`src/rtl/rx_pkg.sv`:
```
// rtl/rx_pkg.sv - shared types and constants for the receive-side payload path
package rx_pkg;

  typedef enum logic [2:0] {
    IDLE,
    COLLECT,
    WAIT_CK,
    DRAIN,
    DROP
  } agg_state_t;

  localparam int WORD_W          = 32;
  localparam int DIBITS_PER_WORD = 16;
  localparam int DIBIT_CNT_W     = $clog2(DIBITS_PER_WORD);

endpackage

```
`src/rtl/payload_aggregator_if.sv`:
```
// rtl/payload_aggregator_if.sv - dibit-in / word-out bundle of the payload aggregator
interface payload_aggregator_if;
  import rx_pkg::*;

  logic              axiiv;
  logic [1:0]        axiid;
  logic              done;
  logic              kill;
  logic              axiov;
  logic [WORD_W-1:0] axiod;
  logic              axiol;
  logic              drop;

  modport master (
    output axiiv, axiid, done, kill,
    input  axiov, axiod, axiol, drop
  );

  modport slave (
    input  axiiv, axiid, done, kill,
    output axiov, axiod, axiol, drop
  );

endinterface

```
`src/rtl/dibit_packer.sv`:
```
// rtl/dibit_packer.sv - shifts MSB-first dibits into 32-bit words
module dibit_packer
  import rx_pkg::*;
(
  input  logic                   clk,
  input  logic                   rst,
  input  logic                   axiiv,
  input  logic [1:0]             axiid,
  output logic [WORD_W-1:0]      word,
  output logic                   word_valid,
  output logic [DIBIT_CNT_W-1:0] partial_cnt
);

  // Only the 15 earlier dibits are stored; the 16th completes the word combinationally.
  logic [WORD_W-3:0]      shreg;
  logic [DIBIT_CNT_W-1:0] cnt;

  assign word        = {shreg, axiid};
  assign word_valid  = axiiv && (cnt == DIBIT_CNT_W'(DIBITS_PER_WORD - 1));
  assign partial_cnt = cnt;

  // Shift dibits in while valid; a gap discards any partial word.
  always_ff @(posedge clk or posedge rst) begin
    if (rst) begin
      shreg <= '0;
      cnt   <= '0;
    end else if (axiiv) begin
      shreg <= word[WORD_W-3:0];
      cnt   <= cnt + 1'b1;
    end else begin
      cnt   <= '0;
    end
  end

endmodule

```
`src/rtl/payload_aggregator.sv`:
```
// rtl/payload_aggregator.sv - buffers a frame's payload words and replays them only on a clean CRC
module payload_aggregator
  import rx_pkg::*;
#(
  parameter int DEPTH      = 8,
  parameter int CK_TIMEOUT = 64
) (
  input logic                 clk,
  input logic                 rst,
  payload_aggregator_if.slave bus
);

  localparam int PTR_W = $clog2(DEPTH) + 1;
  localparam int IDX_W = $clog2(DEPTH);
  localparam int TMR_W = $clog2(CK_TIMEOUT);

  agg_state_t             state;
  logic [PTR_W-1:0]       wr_ptr;
  logic [PTR_W-1:0]       rd_ptr;
  logic [TMR_W-1:0]       timer;
  logic                   ck_seen;
  logic                   ck_bad;
  logic                   ovf;
  logic                   blocked;
  logic                   pk_valid;
  logic [WORD_W-1:0]      pk_word;
  logic                   pk_word_valid;
  logic [DIBIT_CNT_W-1:0] unused_partial_cnt;
  logic [WORD_W-1:0]      buf_mem [DEPTH];

  // Dibits are accepted only for a frame that started cleanly in IDLE.
  assign pk_valid = bus.axiiv && (((state == IDLE) && !blocked) || (state == COLLECT));

  dibit_packer u_packer (
    .clk         (clk),
    .rst         (rst),
    .axiiv       (pk_valid),
    .axiid       (bus.axiid),
    .word        (pk_word),
    .word_valid  (pk_word_valid),
    .partial_cnt (unused_partial_cnt)
  );

  // Word storage; a word arriving with the buffer full is flagged below instead.
  always_ff @(posedge clk) begin
    if (pk_word_valid && (wr_ptr != PTR_W'(DEPTH))) begin
      buf_mem[wr_ptr[IDX_W-1:0]] <= pk_word;
    end
  end

  // Frame FSM: collect, await verdict, then replay or discard.
  always_ff @(posedge clk or posedge rst) begin
    if (rst) begin
      state   <= IDLE;
      wr_ptr  <= '0;
      rd_ptr  <= '0;
      timer   <= '0;
      ck_seen <= 1'b0;
      ck_bad  <= 1'b0;
      ovf     <= 1'b0;
      blocked <= 1'b1;
      bus.axiov <= 1'b0;
      bus.axiod <= '0;
      bus.axiol <= 1'b0;
      bus.drop  <= 1'b0;
    end else begin
      bus.axiov <= 1'b0;
      bus.axiol <= 1'b0;
      bus.drop  <= 1'b0;

      // A frame that cannot be taken, or was cut by reset, is skipped until its gap.
      if (!bus.axiiv) begin
        blocked <= 1'b0;
      end else if (state inside {WAIT_CK, DRAIN, DROP}) begin
        blocked <= 1'b1;
      end

      if (pk_word_valid) begin
        if (wr_ptr == PTR_W'(DEPTH)) begin
          ovf <= 1'b1;
        end else begin
          wr_ptr <= wr_ptr + 1'b1;
        end
      end

      if (bus.done && (state inside {COLLECT, WAIT_CK})) begin
        ck_seen <= 1'b1;
        ck_bad  <= bus.kill;
      end

      case (state)
        IDLE: begin
          if (bus.axiiv && !blocked) state <= COLLECT;
        end
        COLLECT: begin
          if (!bus.axiiv) begin
            state <= WAIT_CK;
            timer <= '0;
          end
        end
        WAIT_CK: begin
          if ((ck_seen && ck_bad) || ovf || (wr_ptr == '0)) begin
            state    <= DROP;
            bus.drop <= 1'b1;
          end else if ((ck_seen && !ck_bad) || (bus.done && !bus.kill)) begin
            state  <= DRAIN;
            rd_ptr <= '0;
          end else if (timer == TMR_W'(CK_TIMEOUT - 1)) begin
            state    <= DROP;
            bus.drop <= 1'b1;
          end else begin
            timer <= timer + 1'b1;
          end
        end
        DRAIN: begin
          bus.axiov <= 1'b1;
          bus.axiod <= buf_mem[rd_ptr[IDX_W-1:0]];
          rd_ptr    <= rd_ptr + 1'b1;
          if (rd_ptr == wr_ptr - 1'b1) begin
            bus.axiol <= 1'b1;
            state     <= IDLE;
            wr_ptr    <= '0;
            rd_ptr    <= '0;
            timer     <= '0;
            ck_seen   <= 1'b0;
            ck_bad    <= 1'b0;
            ovf       <= 1'b0;
          end
        end
        DROP: begin
          state   <= IDLE;
          wr_ptr  <= '0;
          rd_ptr  <= '0;
          timer   <= '0;
          ck_seen <= 1'b0;
          ck_bad  <= 1'b0;
          ovf     <= 1'b0;
        end
        default: state <= IDLE;
      endcase
    end
  end

endmodule
```
`src/flat_wrapper.sv`:
```
// flat-port wrapper written by rule: the top's interface ports become plain ports
module payload_aggregator_flat import rx_pkg::*;
#(
  parameter int DEPTH      = 8,
  parameter int CK_TIMEOUT = 64
)
  (clk, rst, bus_axiiv, bus_axiid, bus_done, bus_kill, bus_axiov, bus_axiod, bus_axiol, bus_drop);
  payload_aggregator_if bus_i ();
  input logic clk;
  input logic rst;
  input wire logic [$bits(bus_i.axiiv)-1:0] bus_axiiv;
  input wire logic [$bits(bus_i.axiid)-1:0] bus_axiid;
  input wire logic [$bits(bus_i.done)-1:0] bus_done;
  input wire logic [$bits(bus_i.kill)-1:0] bus_kill;
  output wire logic [$bits(bus_i.axiov)-1:0] bus_axiov;
  output wire logic [$bits(bus_i.axiod)-1:0] bus_axiod;
  output wire logic [$bits(bus_i.axiol)-1:0] bus_axiol;
  output wire logic [$bits(bus_i.drop)-1:0] bus_drop;
  assign bus_i.axiiv = bus_axiiv;
  assign bus_i.axiid = bus_axiid;
  assign bus_i.done = bus_done;
  assign bus_i.kill = bus_kill;
  assign bus_axiov = bus_i.axiov;
  assign bus_axiod = bus_i.axiod;
  assign bus_axiol = bus_i.axiol;
  assign bus_drop = bus_i.drop;
  payload_aggregator #(.DEPTH(DEPTH), .CK_TIMEOUT(CK_TIMEOUT)) u_core (.clk(clk), .rst(rst), .bus(bus_i));
endmodule
```
`config.mk`:
```
export PLATFORM = sky130hd
export DESIGN_NAME = payload_aggregator_flat
export DESIGN_NICKNAME = d
export VERILOG_FILES = /design/src/rtl/rx_pkg.sv /design/src/rtl/payload_aggregator_if.sv /design/src/rtl/dibit_packer.sv /design/src/rtl/payload_aggregator.sv /design/src/flat_wrapper.sv
export SDC_FILE = /design/constraint.sdc
export NUM_CORES = 1
export LEC_CHECK = 0
export CORE_ASPECT_RATIO = 1.75
export CORE_UTILIZATION = 50
export DETAILED_ROUTE_END_ITERATION = 7
export PLACE_DENSITY = 0.75
export SLEW_MARGIN = 30
export SYNTH_ARGS = -nofsm -noshare
export SYNTH_HDL_FRONTEND = slang
export SYNTH_HIERARCHICAL = 1
export SYNTH_SLANG_ARGS = --single-unit
```
`constraint.sdc`:
```
create_clock -name clk -period 5.4 [get_ports clk]
set_input_delay 0.54 -clock clk [delete_from_list [all_inputs] [get_ports clk]]
set_output_delay 0.54 -clock clk [all_outputs]
set_load 0.02 [all_outputs]
```
## Word level (Yosys, flattened, before mapping)

Memory sizes are Yosys's and may differ from the RTL's. A register that Yosys moved wholly into a read port is not among the register bits.
Index checks and enable logic that the tools add are counted.

- Reduce and logical (&&, ||, !) cells: 24
- Div/mod/pow operators: 0
- Shift-type cells: 0
- Bitwise operators: 0
- Add/sub/neg operators: 5
- $mul: 0
- Magnitude comparators: 0
- Eq/ne operators: 18
- Muxes and demuxes: 43

Operators by type and width:

| kind | number |
|---|---|
| two-way mux 6 bit | 5 |
| two-way mux 4 bit | 7 |
| one-hot mux 6 bit (4 select lines) | 1 |
| two-way mux 1 bit | 18 |
| two-way mux 3 bit | 6 |
| inequality test 2 bit (second input constant) | 7 |
| adder 4 x 1 -> 4 bit (second input constant) | 3 |
| one-hot mux 3 bit (4 select lines) | 1 |
| one-hot mux 4 bit (3 select lines) | 1 |
| logical AND 1 bit | 9 |
| equality test 4 bit (second input constant) | 2 |
| inequality test 4 bit (second input constant) | 2 |
| one-hot mux 4 bit (2 select lines) | 1 |
| adder 6 x 1 -> 6 bit (second input constant) | 1 |
| equality test 3 x 2 -> 1 bit (second input constant) | 2 |
| equality test 6 bit (second input constant) | 1 |
| one-hot mux 1 bit (2 select lines) | 3 |
| AND reduction 6 bit | 1 |
| equality test 4 bit | 1 |
| zero test 4 bit | 1 |
| logical OR 1 bit | 4 |
| AND reduction 4 bit | 1 |
| nonzero test 4 bit | 1 |
| subtractor 4 x 1 -> 4 bit (second input constant) | 1 |
| 8 further kinds | 10 |

- Output and inout bits: 35
- Memories: 1
- Bits in latches: 0
- Bits in writable memories: 256
- Word-level logic and storage cells: 104
- Bits in read-only memories: 0
- Bits of input ports: 7
- Register bits after elaboration: 58

Memory list:

| memory | depth | bits a word | rd ports | clocked after memory_dff | write ports | RTL line | source |
|---|---|---|---|---|---|---|---|
| u_core.buf_mem | 8 | 32 | 1 | 1 | 1 | payload_aggregator.sv:29 | `logic [WORD_W-1:0] buf_mem [DEPTH];` |

## Logic depth before layout (Yosys ltp)

Gate-level depths: netlist (run 1).

- Depth after elaboration: 8
- Gate-level depth with buffers: 11
- Gate-level depth less buffers: 9

## By module

Netlist (run 1), hierarchy kept.

Modules (own cells, without submodules):

| module | sequential area each (µm²) | area an instance (µm²) | times used | cells an instance |
|---|---|---|---|---|
| payload_aggregator | 9090.0 | 12039.0 | 1 | 622 |
| dibit_packer | 850.8 | 1437.6 | 1 | 81 |

## Least setup slack after synthesis (run 1)

OpenSTA, ideal clock, no wires.

- Path kind: input to register
- Start point: input port bus_axiiv
- End point: memory u_core.buf_mem[7][0] (enable)
- Data arrival time: 3887 ps
- Path buffers: 2
- Path slack: 1047 ps
- Stages: 8
- Cells stage by stage: nor2b_1 -> nand2_1 -> nor2_1 -> buf_6 -> buf_6 -> and4_1 -> nand2_1 -> nor3_1

- Cells in the longest elaborated chain, start to end: 5

Ends and longest elaborated chain:

| what | RTL line | source |
|---|---|---|
| start: declaration | flat_wrapper.sv:11 | `input wire logic [$bits(bus_i.axiiv)-1:0] bus_axiiv;` |
| logical AND 1 bit | payload_aggregator.sv:32 | `assign pk_valid = bus.axiiv && (((state == IDLE) && !blocked) \|\| (state == COLLECT));` |
| named net u_core.pk_valid | payload_aggregator.sv:25 | `logic pk_valid;` |
| logical AND 1 bit | dibit_packer.sv:19 | `assign word_valid = axiiv && (cnt == DIBIT_CNT_W'(DIBITS_PER_WORD - 1));` |
| named net u_core.pk_word_valid | payload_aggregator.sv:27 | `logic pk_word_valid;` |
| logical AND 1 bit | payload_aggregator.sv:46 | `if (pk_word_valid && (wr_ptr != PTR_W'(DEPTH))) begin` |
| two-way mux 1 bit | payload_aggregator.sv:46 |  |
| two-way mux 1 bit (not written as such) | payload_aggregator.sv:47 | `buf_mem[wr_ptr[IDX_W-1:0]] <= pk_word;` |
| end: declaration | payload_aggregator.sv:29 |  |

The timed path passes the listed nets, and every way through them passes these cells.

## Worst setup path in the final report (run 1)

- Start point: input port bus_axiiv
- End point: memory u_core.buf_mem[1][18] (enable)

The elaborated chain is that of the path after synthesis.

==> flow_metrics.tcl, run 1 <==
set metrics [dict create \
    outcome "complete, no violations" \
    die_y_um 219 \
    ys_types 49 \
    ctsHoldBuffers 0 \
    vdd_ir_drop_max_v 0.000235 \
    ys.flop_type "edfxtp_1" \
    start_kind "input pin" \
    dr.first_iter.drc_count 546 \
    cts_buffer_depth 3 \
    hp-class "input pin to asynchronous set/reset pin" \
    cp.arrival_ps 2800 \
    clk_latency_ps 550 \
    synth_fp_nets 715 \
    ys_seq_area_frac 0.738 \
    initial_utilization 0.509 \
    seq_area_um2 9950 \
    avgSynthCellArea_um2 19.2 \
    core_area_um2 26500 \
    place.gp.congestion 0.769 \
    rows 79 \
    htreeDepth 1 \
    slew_headroom 0.480 \
    hold_violations 0 \
    routed_wirelength_um 24600 \
    rsz0062_at_grt "false" \
    startpoint "bus_axiiv" \
    wire_per_inst_um 22.3 \
    worstSetupPathType "input pin to register" \
    vias_per_cell 5.77 \
    post-cts-setup-buffer-count 0 \
    vias 6360 \
    grt_pass1_vias 6810 \
    critPathMaxStageDelay_ps 510 \
    diodes 0 \
    p_total_w 0.00802 \
    power_density_nw_per_um2 524 \
    yosys.area.top_type "edfxtp_1" \
    dieArea_um2 27600 \
    synth_enable_flop_cells 256 \
    final_nets 768 \
    synth_top_cells_by_area "edfxtp_1, dfrtp_1, mux4_2, mux2_4, mux2i_1" \
    drc 0 \
    numCtsBuffers 28 \
    tightestPinTransition_ps 780 \
    p_leak_nw 5.33 \
    antenna_found_initial 0 \
    io_pins 42 \
    path_max_fanout 32 \
    fin_crit_sh 0.485 \
    area_delta_synth_final_pct 13.5 \
    max_cap_viol_count 0 \
    critPathSlowestCell "clkdlybuf4s50_1" \
    syn_area_um2 13500 \
    fin_tns_setup_ps 0 \
    synth_top_cell_area_share 0.570 \
    crit_top_cell "nand2_1" \
    r2r-start "u_core/state[1]$_DFFE_PP0P_" \
    dpl.hpwl_um 14200 \
    setup_viol 0 \
    ant_nets 0 \
    path_cells "clkdlybuf4s50_1 > nor2b_1 > nand2_1 > nor2_4 > and4_1 > nand2_1 > nor3_2 > buf_4" \
    synth-seq-cells 346 \
    grt_util_all_layers 0.188 \
    fill_cells 1864 \
    grt_max_degree 66 \
    cts_repair_resize_count 0 \
    io_buffer_count 41 \
    yosysWarnings 6 \
    die_w_um 126 \
    multi_input_area_um2 3310 \
    clk_pin_slew_ps 70 \
    firstDrtPassIters 4 \
    cts_tree "done" \
    syn_inst 703 \
    cts_sinks 346 \
    drive_above_1_share 0.231 \
    grt_pass1_wl_um 38800 \
    post-route-min-period_ps 2620 \
    finClkSkew_ps 14.8 \
    overflow 0 \
    synthArstFlopShare 0.260 \
    max_freq_mhz 382 \
    clock-root-buffer "clkbuf_16" \
    cp-end-kind "register" \
    cp.required_ps 5580 \
    final-max-slew-violation-count 0 \
]
worst max-delay path, delay by kind of cell:
kind | cells | cell delay (ps)
simple gates | 6 | 1220
buf+inv | 2 | 1010
metrics by stage:
step,area (um2),hold slack (ps),utilization,std cells,worst slack [ps]
detailed placement,14300,466,0.539,1050,2220
global route,15300,496,0.578,1102,2590
global placement,14200,445,0.537,1049,2390
finish,15300,485,0.578,1102,2780
CTS,15300,476,0.578,1102,2790
floorplan,13500,430,-,703,1050
power breakdown:
part	total [W]	internal, W	switching, W
Clock	0.00224	0.00133	0.000903
Combinational	0.00188	0.00103	0.000845
Sequential	0.00391	0.00340	0.000506
placed cells by master, fill, tap and decap left out, drive strengths merged, types with 2 or more instances in the layout:
cell           instances
a21oi                  5
and2                   3
clkinvlp               2
nor3b                  7
o21a                   2
clkbuf                33
clkdlybuf4s50         41
mux2                  31
bufinv                 7
inv                    8
o21ai                 36
dfrtp                 89
buf                   18
nand2                 51
or2                    3
nand2b                 2
xnor2                  6
nand3                  6
mux4                  64
clkinv                11
ha                     5
a22o                   2
o22a                   3
xor2                   3
mux2i                 36
nor2b                  6
nor2                  19
nor3                  10
edfxtp               256
cell usage after synthesis, types with 5 or more instances:
cell	number
nand3_1	5
mux2_4	25
clkbuf_1	9
nand2_1	51
o21ai_1	32
ha_1	5
nor3_1	10
xnor2_1	6
buf_1	7
mux2_2	6
dfrtp_1	89
edfxtp_1	256
mux2i_1	36
mux4_2	64
nor2_1	19
buf_4	8
buf_2	6
nor3b_1	7
nor2b_1	5
a21oi_1	5
inv_1	8
logic make-up (layout without fill, tap and decap cells):
group,count (synthesis),count (layout),synth area share
AOI/OAI and AO/OA,56,56,0.0257
xor gates and xnor gates,10,10,0.00752
adders and majority gates,5,5,0.00464
buffers and inverters,45,120,0.0200
DFF,346,346,0.738
muxes,131,131,0.167
and+or+nand+nor,110,110,0.0380
final timing paths:
| path | endpoint | slack [ps] | cells past startpoint |
|---|---|---|---|
| hold / removal | u_core/u_packer/shreg[16]$_DFFE_PP0P_ | 490 | 3 |
| min in group clk | u_core/bus.axiod[6]$_DFFE_PP0P_ | 490 | 2 |
| setup / recovery | u_core/buf_mem[1][18]$_DFFE_PP_ | 2780 | 8 |
| setup reg to reg | u_core/buf_mem[1][18]$_DFFE_PP_ | 2840 | 7 |
| max in group asynchronous | u_core/rd_ptr[1]$_DFFE_PP0P_ | 4250 | 3 |
| hold reg to reg | u_core/bus.axiod[6]$_DFFE_PP0P_ | 490 | 2 |
cell type report:
class	count	area share
Multi-Input combinational cell	312	0.216
Sequential cell	346	0.650
Inverter	9	0.00221
Clock inverter	19	0.0186
Clock buffer	33	0.0491
Tap cell	324	0.0265
Timing Repair Buffer	59	0.0370
flip-flops by register name, indices dropped and copies added (netlist names), 3 cells and up:
name                         flops
u_core/bus.axiod                32
u_core/rd_ptr                    4
u_core/u_packer/shreg           30
u_core/wr_ptr                    4
u_core/buf_mem                 256
u_core/state                     3
u_core/timer                     6
u_core/u_packer/partial_cnt      4
routing by layer:
metal,vias to the layer above,routed length [um],track usage
met2,164,13500,0.339
li1,2824,-,-
met3,56,954,0.0210
met1,3316,9230,0.224
met4,0,895,0.0896
met5,-,0,0
Note: power is estimated with default switching activity, not from simulation.
==> run 2: changes to the inputs <==
clock period = 2.7 ns   (was 5.4 ns; I/O delays follow)
==> run 2 against run 1 <==
Critical path depth decreased by 1; final cell count increased by 0.54%; flip-flop and latch count is the same; register-to-register slack got worse by 2500 ps; power increased by 96%; global-route usage rose by 0.53 points; first-iteration DRC count up 7.7%; utilization up 0.43 points; clock skew increased by 13 ps; sequential share of layout area decreased by 0.50 points; die area did not move; hold slack worse by 300 ps; critical path type is now register to register; largest power group unchanged.
==> flow_metrics.tcl, run 2 (synthesis gave the netlist of run 1 again) <==
set metrics [dict create \
    firstDrtPassIters 5 \
    fill_cells 1906 \
    cp.required_ps 3180 \
    ant_nets 0 \
    overflow 0 \
    final.setup.worst_slack_ps 390 \
    power_frac_seq 0.492 \
    place.gp.congestion 0.796 \
    outcome "complete, no violations" \
    dr.first_iter.drc_count 588 \
    wl_met2_um 14100 \
    setup_viol 0 \
    highest_layer "met4" \
    largest_reg_flops 256 \
    area_delta_synth_final_pct 14.4 \
    clock-root-buffer "clkbuf_16" \
    final-max-slew-violation-count 0 \
    power_frac_clock 0.262 \
    power_density_nw_per_um2 1020 \
    cts_sinks 346 \
    route.met3.wl_um 1050 \
    final_nets 774 \
    cts_tree "done" \
    fin_crit_sh 0.856 \
    max_freq_mhz 433 \
    grt_pass1_wl_um 40000 \
    antenna_found_initial 0 \
    slew_headroom 0.490 \
    cts_repair_resize_count 0 \
    drive_above_1_share 0.241 \
    vias 6427 \
    post-cts-setup-buffer-count 0 \
    grt_max_degree 68 \
    dieArea_um2 27600 \
    hold_violations 0 \
    finClkSkew_ps 28.0 \
    die_y_um 219 \
    cp.arrival_ps 2790 \
    swShare 0.290 \
    final_common_cell "edfxtp_1" \
    fin_tns_setup_ps 0 \
    clk_pin_slew_ps 70 \
    dpl.hpwl_um 14800 \
    power.switching_w 0.00457 \
    htreeDepth 1 \
    initial_utilization 0.509 \
    path_max_fanout 6 \
    rsz0062_at_grt "false" \
    hp-class "input pin to asynchronous set/reset pin" \
    drc 0 \
    post-route-min-period_ps 2310 \
    pre_cts_slack_ps 223 \
    start_kind "register" \
    worstSetupPathType "register to register" \
    rows 79 \
    grt_pass1_vias 6988 \
    ctsHoldBuffers 0 \
    layout_common_cells "edfxtp_1, dfrtp_1, mux4_2, nand2_1, clkdlybuf4s50_1" \
    cts_buffer_depth 3 \
    diodes 0 \
    wire_per_inst_um 22.6 \
    final_cells 1108 \
    cp-end-kind "register" \
    routed_wirelength_um 25100 \
    io_pins 42 \
    vdd_ir_drop_max_v 0.000594 \
    whs_ps 187 \
    tightestPinTransition_ps 765 \
    clk_latency_ps 560 \
    p_comb_frac 0.246 \
    io_buffer_count 41 \
    vias_per_cell 5.80 \
    die_w_um 126 \
    numCtsBuffers 28 \
    core_area_um2 26500 \
    drt-met1-wl_um 9210 \
    max_cap_viol_count 0 \
    grt_util_all_layers 0.193 \
    p_int_w 0.0112 \
    dp_cells 1056 \
    p_leak_nw 5.39 \
    p_total_w 0.0157 \
]
==> run 2: changes by cell type in the layout (fill, tap and decap cells not counted), sizes merged <==
| cell | change |
|---|---|
| bufinv | -5 |
| buf | +6 |
| clkbuf | +3 |
| clkinv | -3 |
| inv | +4 |
| clkinvlp | +1 |
==> run 2: stage by stage <==
stage                     instance area [um2]   util
after CTS                               15400  0.582
after global routing                    15400  0.582
after global placement                  14500  0.546
after detailed placement                14500  0.546
final                                   15400  0.582
after floorplan                         13600      -
==> run 2: final cells by class <==
class                      count  area (um2)  share of cell area
tap                          324         405              0.0263
sequential                   346        9950               0.645
clock buffer                  36         782              0.0507
clock inverter                16         161              0.0105
inverter                       9        33.8             0.00219
timing repair buffer          65         716              0.0464
multi-input combinational    312        3370               0.219
==> run 2: power groups by stage <==
stage               Sequential, W  Clock, W  Combinational [W]
finish                    0.00773   0.00412            0.00387
global route              0.00787   0.00443            0.00415
CTS                       0.00775   0.00421            0.00393
detailed placement        0.00785         0            0.00391
global placement          0.00776         0            0.00379
floorplan                 0.00773         0            0.00271
==> run 2: per-layer routing <==
metal  vias to the layer above  global-route usage
met5                         -                   0
met4                         0              0.0767
met3                        48              0.0227
met2                       170               0.358
met1                      3369               0.227
li1                       2840                   -
==> run 2: path summary, 6_finish.rpt <==
check	slack [ps]	from	to	cells after the start
max	390	u_core/wr_ptr[0]$_DFF_PP0_	u_core/timer[1]$_DFFE_PP0P_	7
min reg2reg	480	u_core/bus.axiod[15]$_DFFE_PP0P_	u_core/bus.axiod[15]$_DFFE_PP0P_	2
min	190	rst	u_core/bus.axiod[30]$_DFFE_PP0P_	2
min in group clk	280	bus_axiiv	u_core/blocked$_DFFE_PP1P_	2
max in group asynchronous	1810	rst	u_core/bus.axiod[24]$_DFFE_PP0P_	3
max reg2reg	390	u_core/wr_ptr[0]$_DFF_PP0_	u_core/timer[1]$_DFFE_PP0P_	7
==> run 2: worst max-delay path: stages, from the launching register on <==
cell and delay [ps]:
dfrtp_1 480, inv_1 160, ha_1 270, nor3b_1 230, nor4_1 90, and3_1 200, o31ai_2 550, mux2i_1 250
==> run 3: changes to the inputs <==
CORE_UTILIZATION = 61   (was 50)
GPL_TIMING_DRIVEN = 0   (was unset)
PLACE_DENSITY = 0.87   (was 0.75)
SLEW_MARGIN = 5   (was 30)
==> run 3 against run 2 <==
Die area is 18% lower; register-to-register slack lost 350 ps; design area increased by 2.4%; non-clock buffer count up 41; first-iteration DRC count is 16% higher; combinational power rose by 13%.
==> flow_metrics.tcl, run 3 (synthesis gave the netlist of run 1 again) <==
set metrics [dict create \
    final_nets 817 \
    placedInstanceArea_um2 14700 \
    path_max_fanout 14 \
    drive_above_1_share 0.259 \
    cp.arrival_ps 2900 \
    finClkSkew_ps 26.4 \
    die_y_um 199 \
    fin_crit_sh 0.984 \
    diodes 0 \
    power_density_nw_per_um2 1030 \
    initial_utilization 0.624 \
    grt_use_met2 0.495 \
    tightestPinTransition_ps 1000 \
    rsz0062_at_grt "true" \
    fin_area_um2 15800 \
    place.gp.congestion 0.767 \
    r2r_setup_slack_ps 40 \
    grtUsageMet1 0.332 \
    cts_buffer_depth 3 \
    critPathSlowestCell "dfrtp_1" \
    overflow 0 \
    grtUsageMet3 0.0512 \
    crit_top_cell "buf_6" \
    start_kind "register" \
    worstSetupPathType "register to register" \
    dpl.hpwl_um 18300 \
    final-max-slew-violation-count 0 \
    rows 71 \
    worstRegToRegCells 10 \
    critPathTopFamily "simple AND/OR/NAND/NOR gates" \
    area_delta_synth_final_pct 17.1 \
    largest_reg_flops 256 \
    grt_util_all_layers 0.288 \
    p_leak_nw 5.61 \
    ant_nets 0 \
    cp-end-kind "register" \
    firstDrtPassIters 7 \
    path_cells "nor2b_2 > nand2_1 > nor2_1 > buf_6 > buf_6 > and4_4 > nand2_2 > nor3_4 > buf_12 > buf_16" \
    vias_per_cell 6.33 \
    cts_sinks 346 \
    numCtsBuffers 29 \
    dr.first_iter.drc_count 680 \
    core_area_um2 21600 \
    critPathMaxStageDelay_ps 460 \
    r2r-start "u_core/state[1]$_DFFE_PP0P_" \
    vias 7087 \
    clk_latency_ps 560 \
    clk_pin_slew_ps 70 \
    antenna_found_initial 0 \
    setup_viol 0 \
    slew_headroom 0.333 \
    drc 0 \
    pre_cts_slack_ps -936 \
    die_w_um 114 \
    dieArea_um2 22700 \
    busiest_layer "met2" \
    hold_violations 0 \
    layout_common_cells "edfxtp_1, dfrtp_1, mux4_2, nand2_1, clkdlybuf4s50_1" \
    grt_pass1_wl_um 46300 \
    r2r-end "u_core/buf_mem[2][25]$_DFFE_PP_" \
    max_freq_mhz 376 \
    max_cap_viol_count 0 \
    critPathBufInv 4 \
    fill_cells 1151 \
    hp-class "input pin to asynchronous set/reset pin" \
    whs_ps 141 \
    grt_max_degree 41 \
    cp.required_ps 2940 \
    routed_wirelength_um 30900 \
    final.setup.worst_slack_ps 41.9 \
    post-route-min-period_ps 2660 \
    io_buffer_count 41 \
    outcome "complete, no violations" \
    wire_per_inst_um 27.7 \
    clock-root-buffer "clkbuf_16" \
    cts_tree "done" \
    vdd_ir_drop_max_v 0.000696 \
    htreeDepth 1 \
    final_common_cell "edfxtp_1" \
    io_pins 42 \
    grt_pass1_vias 7747 \
]
run 3: how the worst max path moves through the flow:
stage          depth (start not counted)                        start  slack (ps)                               to
6_report                              10  u_core/state[1]$_DFFE_PP0P_          40  u_core/buf_mem[2][25]$_DFFE_PP_
5_1_grt                               10  u_core/state[1]$_DFFE_PP0P_           5  u_core/buf_mem[2][25]$_DFFE_PP_
4_1_cts                               11  u_core/state[1]$_DFFE_PP0P_          10  u_core/buf_mem[7][22]$_DFFE_PP_
3_5_place_dp                          11                    bus_axiiv        -940  u_core/buf_mem[6][19]$_DFFE_PP_
3_3_place_gp                           9                    bus_axiiv       -1440  u_core/buf_mem[4][23]$_DFFE_PP_
2_1_floorplan                          8  u_core/state[1]$_DFFE_PP0P_          -7   u_core/buf_mem[4][0]$_DFFE_PP_
run 3: metrics by stage:
stage | TNS (ps) | utilization | power (W) | cells
global route | 0 | 0.731 | 0.0167 | 1119
floorplan | -233 | - | 0.0104 | 703
CTS | 0 | 0.729 | 0.0162 | 1114
finish | 0 | 0.731 | 0.0162 | 1119
detailed placement | -125280 | 0.681 | 0.0120 | 1052
global placement | -327280 | 0.665 | 0.0117 | 1036
run 3: power breakdown:
group	switching [W]	leakage (nW)	total, W	internal (W)
combinational	0.00217	1.70	0.00437	0.00220
clock	0.00187	0.469	0.00418	0.00230
sequential	0.000848	3.44	0.00765	0.00680
run 3: layout make-up:
cell class / instances / area, um2 / share of cell area
multi-input combinational: 313 / 3380 / 0.214
buffer: 36 / 235 / 0.0149
inverter: 9 / 37.5 / 0.00238
clock buffer: 34 / 754 / 0.0478
sequential: 346 / 9940 / 0.630
tap: 292 / 365 / 0.0231
clock inverter: 19 / 193 / 0.0122
timing repair buffer: 70 / 881 / 0.0558
run 3: what timing repair did:
| action | CTS | global route |
|---|---|---|
| hold endpoints to repair | 0 | 0 |
| hold buffers | 0 | 0 |
| resized for setup | 4 | 1 |
| pin swaps | 6 | 3 |
| buffers inserted | 8 | 5 |
| cloned | 1 | 0 |
| endpoints found under the setup margin | 199 | 85 |
run 3: layer usage:
metal / wire [um] / part of all wire / vias to the layer above
li1: - / - / 2930
met2: 16500 / 0.53 / 426
met4: 1800 / 0.058 / 0
met3: 2490 / 0.081 / 125
met1: 10200 / 0.33 / 3606
met5: 0 / 0 / -
